File: src/rtl/nn_sram_burst_read_slave_if.sv
// Avalon-MM read-only burst bus between the host and the SRAM read-back responder.
interface nn_sram_burst_read_slave_if;
  logic        read;
  logic [9:0]  burstcount;
  logic [12:0] address;
  logic        waitrequest;
  logic [31:0] readdata;
  logic        readdatavalid;
  logic [1:0]  response;

  modport master (
    output read, burstcount, address,
    input  waitrequest, readdata, readdatavalid, response
  );

  modport slave (
    input  read, burstcount, address,
    output waitrequest, readdata, readdatavalid, response
  );
endinterface

File: src/rtl/nn_sram_burst_read_slave.sv
// Burst read-back of the pixel and weight SRAMs: one SRAM read per cycle,
// beats returned two cycles after issue with readdatavalid and a per-beat response.
//
// state | meaning
// IDLE  | waiting for a command; waitrequest low unless compute_active
// ISSUE | one beat issued per cycle from cur_addr
// DRAIN | last beat in flight; leave once its readdatavalid is driven
module nn_sram_burst_read_slave #(
  parameter int PIXEL_BASE   = 0,
  parameter int PIXEL_WORDS  = 196,
  parameter int WEIGHT_BASE  = 196,
  parameter int WEIGHT_WORDS = 3920,
  parameter int MAX_BURST    = 512
) (
  input  logic                             clk,
  input  logic                             reset,
  nn_sram_burst_read_slave_if.slave        bus,
  input  logic                             compute_active,
  output logic                             sram_r_enable,
  output logic [11:0]                      weight_address,
  output logic [9:0]                       pixel_address1,
  output logic [9:0]                       pixel_address2,
  input  logic [31:0]                      weight_value,
  input  logic [15:0]                      pixel_value1,
  input  logic [15:0]                      pixel_value2
);

  typedef enum logic [1:0] {IDLE, ISSUE, DRAIN} state_t;
  typedef enum logic [1:0] {K_PIX, K_WGT, K_ERR} kind_t;

  localparam logic [12:0] PB = 13'(PIXEL_BASE);
  localparam logic [12:0] PW = 13'(PIXEL_WORDS);
  localparam logic [12:0] WB = 13'(WEIGHT_BASE);
  localparam logic [12:0] WW = 13'(WEIGHT_WORDS);
  localparam logic [9:0]  MB = 10'(MAX_BURST);

  state_t      state, state_nxt;
  logic [12:0] cur_addr;
  logic [9:0]  remaining;
  logic        bad_cmd;
  logic        s1_valid;
  kind_t       s1_kind;
  kind_t       beat_kind;
  logic        accept, legal;
  logic [12:0] pix_off, wgt_off;
  logic        in_pix, in_wgt;
  logic [31:0] data_q;
  logic        rdv_q;
  logic [1:0]  resp_q;

  assign bus.waitrequest   = (state != IDLE) | compute_active;
  assign bus.readdata      = data_q;
  assign bus.readdatavalid = rdv_q;
  assign bus.response      = resp_q;

  assign accept = bus.read & ~bus.waitrequest;
  assign legal  = (bus.burstcount != 10'd0) && (bus.burstcount <= MB);

  // Offsets wrap below the base, so a single unsigned compare covers both bounds.
  assign pix_off = cur_addr - PB;
  assign wgt_off = cur_addr - WB;
  assign in_pix  = pix_off < PW;
  assign in_wgt  = wgt_off < WW;

  always_comb begin
    state_nxt      = state;
    beat_kind      = K_ERR;
    sram_r_enable  = 1'b0;
    pixel_address1 = '0;
    pixel_address2 = '0;
    weight_address = '0;
    if (!bad_cmd && in_pix)      beat_kind = K_PIX;
    else if (!bad_cmd && in_wgt) beat_kind = K_WGT;
    case (state)
      IDLE:  if (accept) state_nxt = ISSUE;
      ISSUE: begin
        sram_r_enable = (beat_kind != K_ERR);
        if (beat_kind == K_PIX) begin
          pixel_address1 = pix_off[9:0];
          pixel_address2 = pix_off[9:0];
        end
        if (beat_kind == K_WGT) weight_address = wgt_off[11:0];
        if (remaining == 10'd0) state_nxt = DRAIN;
      end
      DRAIN: if (!s1_valid && rdv_q) state_nxt = IDLE;
      default: state_nxt = IDLE;
    endcase
  end

  always_ff @(posedge clk or posedge reset) begin
    if (reset) begin
      state     <= IDLE;
      cur_addr  <= '0;
      remaining <= '0;
      bad_cmd   <= 1'b0;
      s1_valid  <= 1'b0;
      s1_kind   <= K_ERR;
      data_q    <= '0;
      rdv_q     <= 1'b0;
      resp_q    <= 2'b00;
    end else begin
      state <= state_nxt;
      if (accept) begin
        cur_addr  <= bus.address;
        remaining <= legal ? bus.burstcount - 10'd1 : 10'd0;
        bad_cmd   <= ~legal;
      end else if (state == ISSUE) begin
        cur_addr <= cur_addr + 13'd1;
        if (remaining != 10'd0) remaining <= remaining - 10'd1;
      end
      // Stage 1 tracks the beat whose SRAM data arrives in the following cycle.
      s1_valid <= (state == ISSUE);
      s1_kind  <= beat_kind;
      rdv_q    <= s1_valid;
      resp_q   <= (s1_valid && s1_kind == K_ERR) ? 2'b10 : 2'b00;
      if (s1_valid && s1_kind == K_PIX)      data_q <= {pixel_value2, pixel_value1};
      else if (s1_valid && s1_kind == K_WGT) data_q <= weight_value;
      else                                   data_q <= '0;
    end
  end

endmodule
File: src/flat_wrapper.sv
// flat-port wrapper written by rule: the top's interface ports become plain ports
module nn_sram_burst_read_slave_flat 
#(
  parameter int PIXEL_BASE   = 0,
  parameter int PIXEL_WORDS  = 196,
  parameter int WEIGHT_BASE  = 196,
  parameter int WEIGHT_WORDS = 3920,
  parameter int MAX_BURST    = 512
)
  (clk, reset, compute_active, sram_r_enable, weight_address, pixel_address1, pixel_address2, weight_value, pixel_value1, pixel_value2, bus_read, bus_burstcount, bus_address, bus_waitrequest, bus_readdata, bus_readdatavalid, bus_response);
  nn_sram_burst_read_slave_if bus_i ();
  input  logic clk;
  input  logic reset;
  input  logic compute_active;
  output logic sram_r_enable;
  output logic [11:0] weight_address;
  output logic [9:0] pixel_address1;
  output logic [9:0] pixel_address2;
  input  logic [31:0] weight_value;
  input  logic [15:0] pixel_value1;
  input  logic [15:0] pixel_value2;
  input wire logic [$bits(bus_i.read)-1:0] bus_read;
  input wire logic [$bits(bus_i.burstcount)-1:0] bus_burstcount;
  input wire logic [$bits(bus_i.address)-1:0] bus_address;
  output wire logic [$bits(bus_i.waitrequest)-1:0] bus_waitrequest;
  output wire logic [$bits(bus_i.readdata)-1:0] bus_readdata;
  output wire logic [$bits(bus_i.readdatavalid)-1:0] bus_readdatavalid;
  output wire logic [$bits(bus_i.response)-1:0] bus_response;
  assign bus_i.read = bus_read;
  assign bus_i.burstcount = bus_burstcount;
  assign bus_i.address = bus_address;
  assign bus_waitrequest = bus_i.waitrequest;
  assign bus_readdata = bus_i.readdata;
  assign bus_readdatavalid = bus_i.readdatavalid;
  assign bus_response = bus_i.response;
  nn_sram_burst_read_slave #(.PIXEL_BASE(PIXEL_BASE), .PIXEL_WORDS(PIXEL_WORDS), .WEIGHT_BASE(WEIGHT_BASE), .WEIGHT_WORDS(WEIGHT_WORDS), .MAX_BURST(MAX_BURST)) u_core (.clk(clk), .reset(reset), .bus(bus_i), .compute_active(compute_active), .sram_r_enable(sram_r_enable), .weight_address(weight_address), .pixel_address1(pixel_address1), .pixel_address2(pixel_address2), .weight_value(weight_value), .pixel_value1(pixel_value1), .pixel_value2(pixel_value2));
endmodule
File: config.mk
export PLATFORM = sky130hd
export DESIGN_NAME = nn_sram_burst_read_slave_flat
export DESIGN_NICKNAME = d
export VERILOG_FILES = /design/src/rtl/nn_sram_burst_read_slave_if.sv /design/src/rtl/nn_sram_burst_read_slave.sv /design/src/flat_wrapper.sv
export SDC_FILE = /design/constraint.sdc
export NUM_CORES = 1
export LEC_CHECK = 0
export CORE_UTILIZATION = 42
export CTS_CLUSTER_SIZE = 16
export DETAILED_ROUTE_END_ITERATION = 16
export GPL_TIMING_DRIVEN = 0
export PLACE_DENSITY = 0.91
export SYNTH_ARGS = -nofsm -noshare
export SYNTH_HDL_FRONTEND = slang
export SYNTH_SLANG_ARGS = --single-unit
File: constraint.sdc
create_clock -name clk -period 3.4 [get_ports clk]
set_input_delay 1.02 -clock clk [delete_from_list [all_inputs] [get_ports clk]]
set_output_delay 1.02 -clock clk [all_outputs]
set_load 0.01 [all_outputs]
==> results.py <==
metrics = {
    "sta": {
        "setup-tns-final_ns": -5.953,
        "rsz0062_at_grt": "yes",
        "clock.fmax_mhz": 268.7,
        "worst_pin_slew_ns": 0.7537,
        "finalSetupViolCount": 29,
        "hold-worst-slack_ns": 0.4142,
        "fin_skew_ns": 0.008377,
        "fin_ws_ns": -0.3223,
        "hold_viol_final": 0,
        "period_needed_ns": 3.722,
        "timing.final.crit_share_pct": 109.5,
        "finalMaxSlewViolations": 0,
        "relSlewSlack_pct": 49.75,
    },
    "yosys": {
        "ys_types": 62,
        "ys_top_cells_by_area": "dfrtp_1 43%, a22o_1 7.8%, nor3_1 3.1%, buf_4 2.9%, nor2_1 2.9%",
        "synth_edf_count": 0,
        "ys_ff_latch": 63,
        "yosys.area.top_type": "dfrtp_1",
        "synthCells": 380,
        "syn-mean-instance-area_um2": 9.460,
        "synth_flop_cell": "dfrtp_1",
        "async_reset_ff_share_pct": 100.0,
        "synth.top_cell.area_share_pct": 43.16,
        "ys.warnings.count": 0,
        "mappedNetlistArea_mm2": 0.003595,
        "ys_seq_area_share_pct": 43.89,
    },
    "placed_design": {
        "place_congestion": 0.9173,
        "placed_area_mm2": 0.005293,
        "io_buffers": 153,
        "dp.cells": 643,
        "pre_cts_slack_ns": -0.8060,
        "post-dp-hpwl_mm": 8.296,
    },
    "flow_run": {
        "drv_cap": 0,
    },
    "clock_network": {
        "clk_latency_ns": 0.34,
        "clk_pin_slew_ns": 0.07,
        "cts_hold_buf": 0,
        "cts-htree-levels": 3,
        "numCtsBuffers": 9,
        "clockBufferDepth": 2,
        "cts_tree": "done",
        "clock-sinks": 63,
        "cts_root_buf": "clkbuf_8",
    },
    "global_route": {
        "antenna_found_initial": 0,
        "grt_max_degree": 44,
        "grt_pass1_wl_mm": 17.55,
        "track_usage_pct": 25.41,
        "overflow": 0,
        "grt_pass1_vias": 3703,
    },
    "worst_setup_path": {
        "crit_chain": "or4_4, nand3_4, nand2_4, or4_4, buf_12, and3_4, a221oi_2, buf_2",
        "cp_num_buf_inv": 2,
        "startpoint_type": "flip-flop",
        "crit_arrival_ns": 2.70,
        "required_ns": 2.38,
        "cp-end-kind": "output port",
        "path_max_fanout": 6,
        "critPathKind": "reg -> out",
        "critPathTopFamily": "simple AND/OR/NAND/NOR gates",
        "critical-path-max-stage-delay_ns": 0.60,
        "crit_top_cell": "or4_4",
        "crit_path_top_delay_cell": "or4_4",
    },
    "drt": {
        "drt_iter0_markers": 279,
        "viasPerCell": 5.555,
        "dr.pass1.iters": 5,
        "routedWlPerCell_um": 17.44,
        "postRouteAntennaNets": 0,
        "totalWireLength_mm": 11.98,
        "vias": 3816,
        "drcViolationCount": 0,
    },
    "hold_path": {
        "hold_class": "reg -> reg",
    },
    "floorplan": {
        "die_x_um": 94.52,
        "io_pins": 160,
        "dieArea_mm2": 0.008933,
        "num_rows": 33,
        "start_util_pct": 43.53,
        "core_mm2": 0.008258,
        "die_y_um": 94.52,
    },
    "pwr": {
        "leakagePower_nw": 2.534,
        "irDropWorstVdd_v": 0.0003453,
        "pwr_density_cell_mw_per_mm2": 703.8,
    },
    "status": {
        "status": "complete, but fails checks",
        "violations": "setup timing",
    },
    "final_layout": {
        "layout-drive-gt1-share_pct": 24.23,
        "final_cells": 687,
        "layout.nets": 673,
        "n_antenna_cell": 0,
        "syn2layout_area_growth_pct": 65.78,
        "final_area_mm2": 0.005959,
    },
}
-- cell usage after synthesis (all sizes together), types with 2 or more instances --
cell type,number
and3,9
buf,22
a221o,2
nand2,25
dfrtp,62
nand2b,3
a311oi,2
a31oi,7
ha,5
nor3b,4
o31a,2
nand4,5
or2,3
or4,4
nand3,5
clkbuf,18
a21oi,11
xnor2,11
o21ai,21
a22oi,2
xor2,7
or3,2
o21bai,2
inv,17
nor4,18
o22a,4
o21a,4
nor2,28
o22ai,2
a22o,32
a222oi,2
nor3,22
-- worst paths after layout --
check                                                from                            endpoint  cells after the start  slack (ns)
min reg2reg                     u_core.s1_valid$_DFF_PP0_  u_core.bus.readdatavalid$_DFF_PP0_                      0        0.41
max                        u_core.cur_addr[3]$_DFFE_PP0P_                       sram_r_enable                      8       -0.32
min                             u_core.s1_valid$_DFF_PP0_  u_core.bus.readdatavalid$_DFF_PP0_                      0        0.41
max reg2reg                u_core.cur_addr[3]$_DFFE_PP0P_         u_core.s1_kind[0]$_DFF_PP0_                     11        0.91
max in group asynchronous                           reset         u_core.s1_kind[1]$_DFF_PP1_                      3        1.75
min in group asynchronous                           reset   u_core.bus.readdata[18]$_DFF_PP0_                      2        1.00
-- through the flow --
step                      power (mW)  utilization, %
final                          4.194           72.17
after global routing           4.440           72.17
after CTS                      3.907           68.73
after detailed placement       3.093           64.09
after global placement         3.006           63.85
after floorplan                2.351               -
-- cells in the final DEF, fill, tap and decap left out, types with 5 or more instances in the layout --
| cell type | n |
|---|---|
| clkdlybuf4s50_1 | 124 |
| dfrtp_1 | 60 |
| a22o_1 | 32 |
| buf_4 | 30 |
| nor2_1 | 27 |
| nand2_1 | 24 |
| buf_6 | 22 |
| buf_2 | 20 |
| clkbuf_1 | 18 |
| o21ai_0 | 17 |
| nor3_1 | 14 |
| inv_1 | 13 |
| a21oi_1 | 11 |
| xnor2_1 | 11 |
| clkbuf_8 | 9 |
| nor4_1 | 8 |
| xor2_1 | 7 |
| a31oi_1 | 6 |
| nor3_4 | 6 |
| nand4_1 | 5 |
| nor4_4 | 5 |
| and3_4 | 5 |
| nor4_2 | 5 |
| conb_1 | 5 |
-- power by group --
part / leakage [nW] / switching [mW] / internal [mW]
logic: 1.64 / 1.21 / 1.14
registers: 0.796 / 0.188 / 1.02
clock network: 0.0960 / 0.301 / 0.336
-- sequential cells by signal, indices dropped and copies added, names as in the netlist --
| signal | count |
|---|---|
| u_core.bus.readdata | 32 |
| u_core.cur_addr | 13 |
| u_core.remaining | 10 |
| u_core.s1_kind | 2 |
| u_core.state | 2 |
| u_core.bad_cmd | 1 |
| u_core.bus.readdatavalid | 1 |
| u_core.bus.response | 1 |
| u_core.s1_valid | 1 |
-- layer usage --
metal / global-route usage [%] / share of wire [%] / vias up
met1: 30.24 / 37 / 1824
met2: 44.32 / 54 / 182
li1: - / - / 1781
met5: 0 / 0 / -
met4: 12.12 / 2.5 / 0
met3: 4.509 / 5.9 / 29
-- cell type report --
class                      count  area (um^2)
buffer                        40        267.8
sequential                    63         1580
inverter                      17        66.31
timing repair buffer         182         1744
clock inverter                 6        61.31
fill                         582         2298
multi-input combinational    264         1981
clock buffer                  10        127.6
tap                          105        131.4
-- worst reg2reg max path, stage by stage, from the launching register on --
cell,delay (ns)
dfrtp_2,0.44
or4_4,0.60
nand3_4,0.13
nand2_4,0.05
or4_4,0.44
buf_12,0.16
nand2b_4,0.10
buf_6,0.14
buf_12,0.11
buf_4,0.10
buf_4,0.09
nor2_1,0.04
-- cells by family (layout without fill, tap and decap cells) --
| kind of cell | Yosys count | in the layout | share of synthesized area, % |
|---|---|---|---|
| AND/OR/NAND/NOR | 131 | 131 | 20.05 |
| AO/OA/AOI/OAI | 104 | 104 | 21.44 |
| flip-flops | 63 | 63 | 43.89 |
| buffers and inverters | 57 | 255 | 8.075 |
| XOR/XNOR | 18 | 18 | 4.386 |
| adder cells (fa/ha/maj) | 5 | 5 | 1.740 |
| other | 1 | 5 | 0.1043 |
| multiplexers | 1 | 1 | 0.3132 |
-- what timing repair did --
item | in CTS | in global routing
gates cloned | 1 | 1
buffers inserted | 13 | 13
endpoints found under the setup margin | 29 | 29
resized for setup | 136 | 57
pin swaps | 9 | 11
Power figures use the tool's default switching activity.
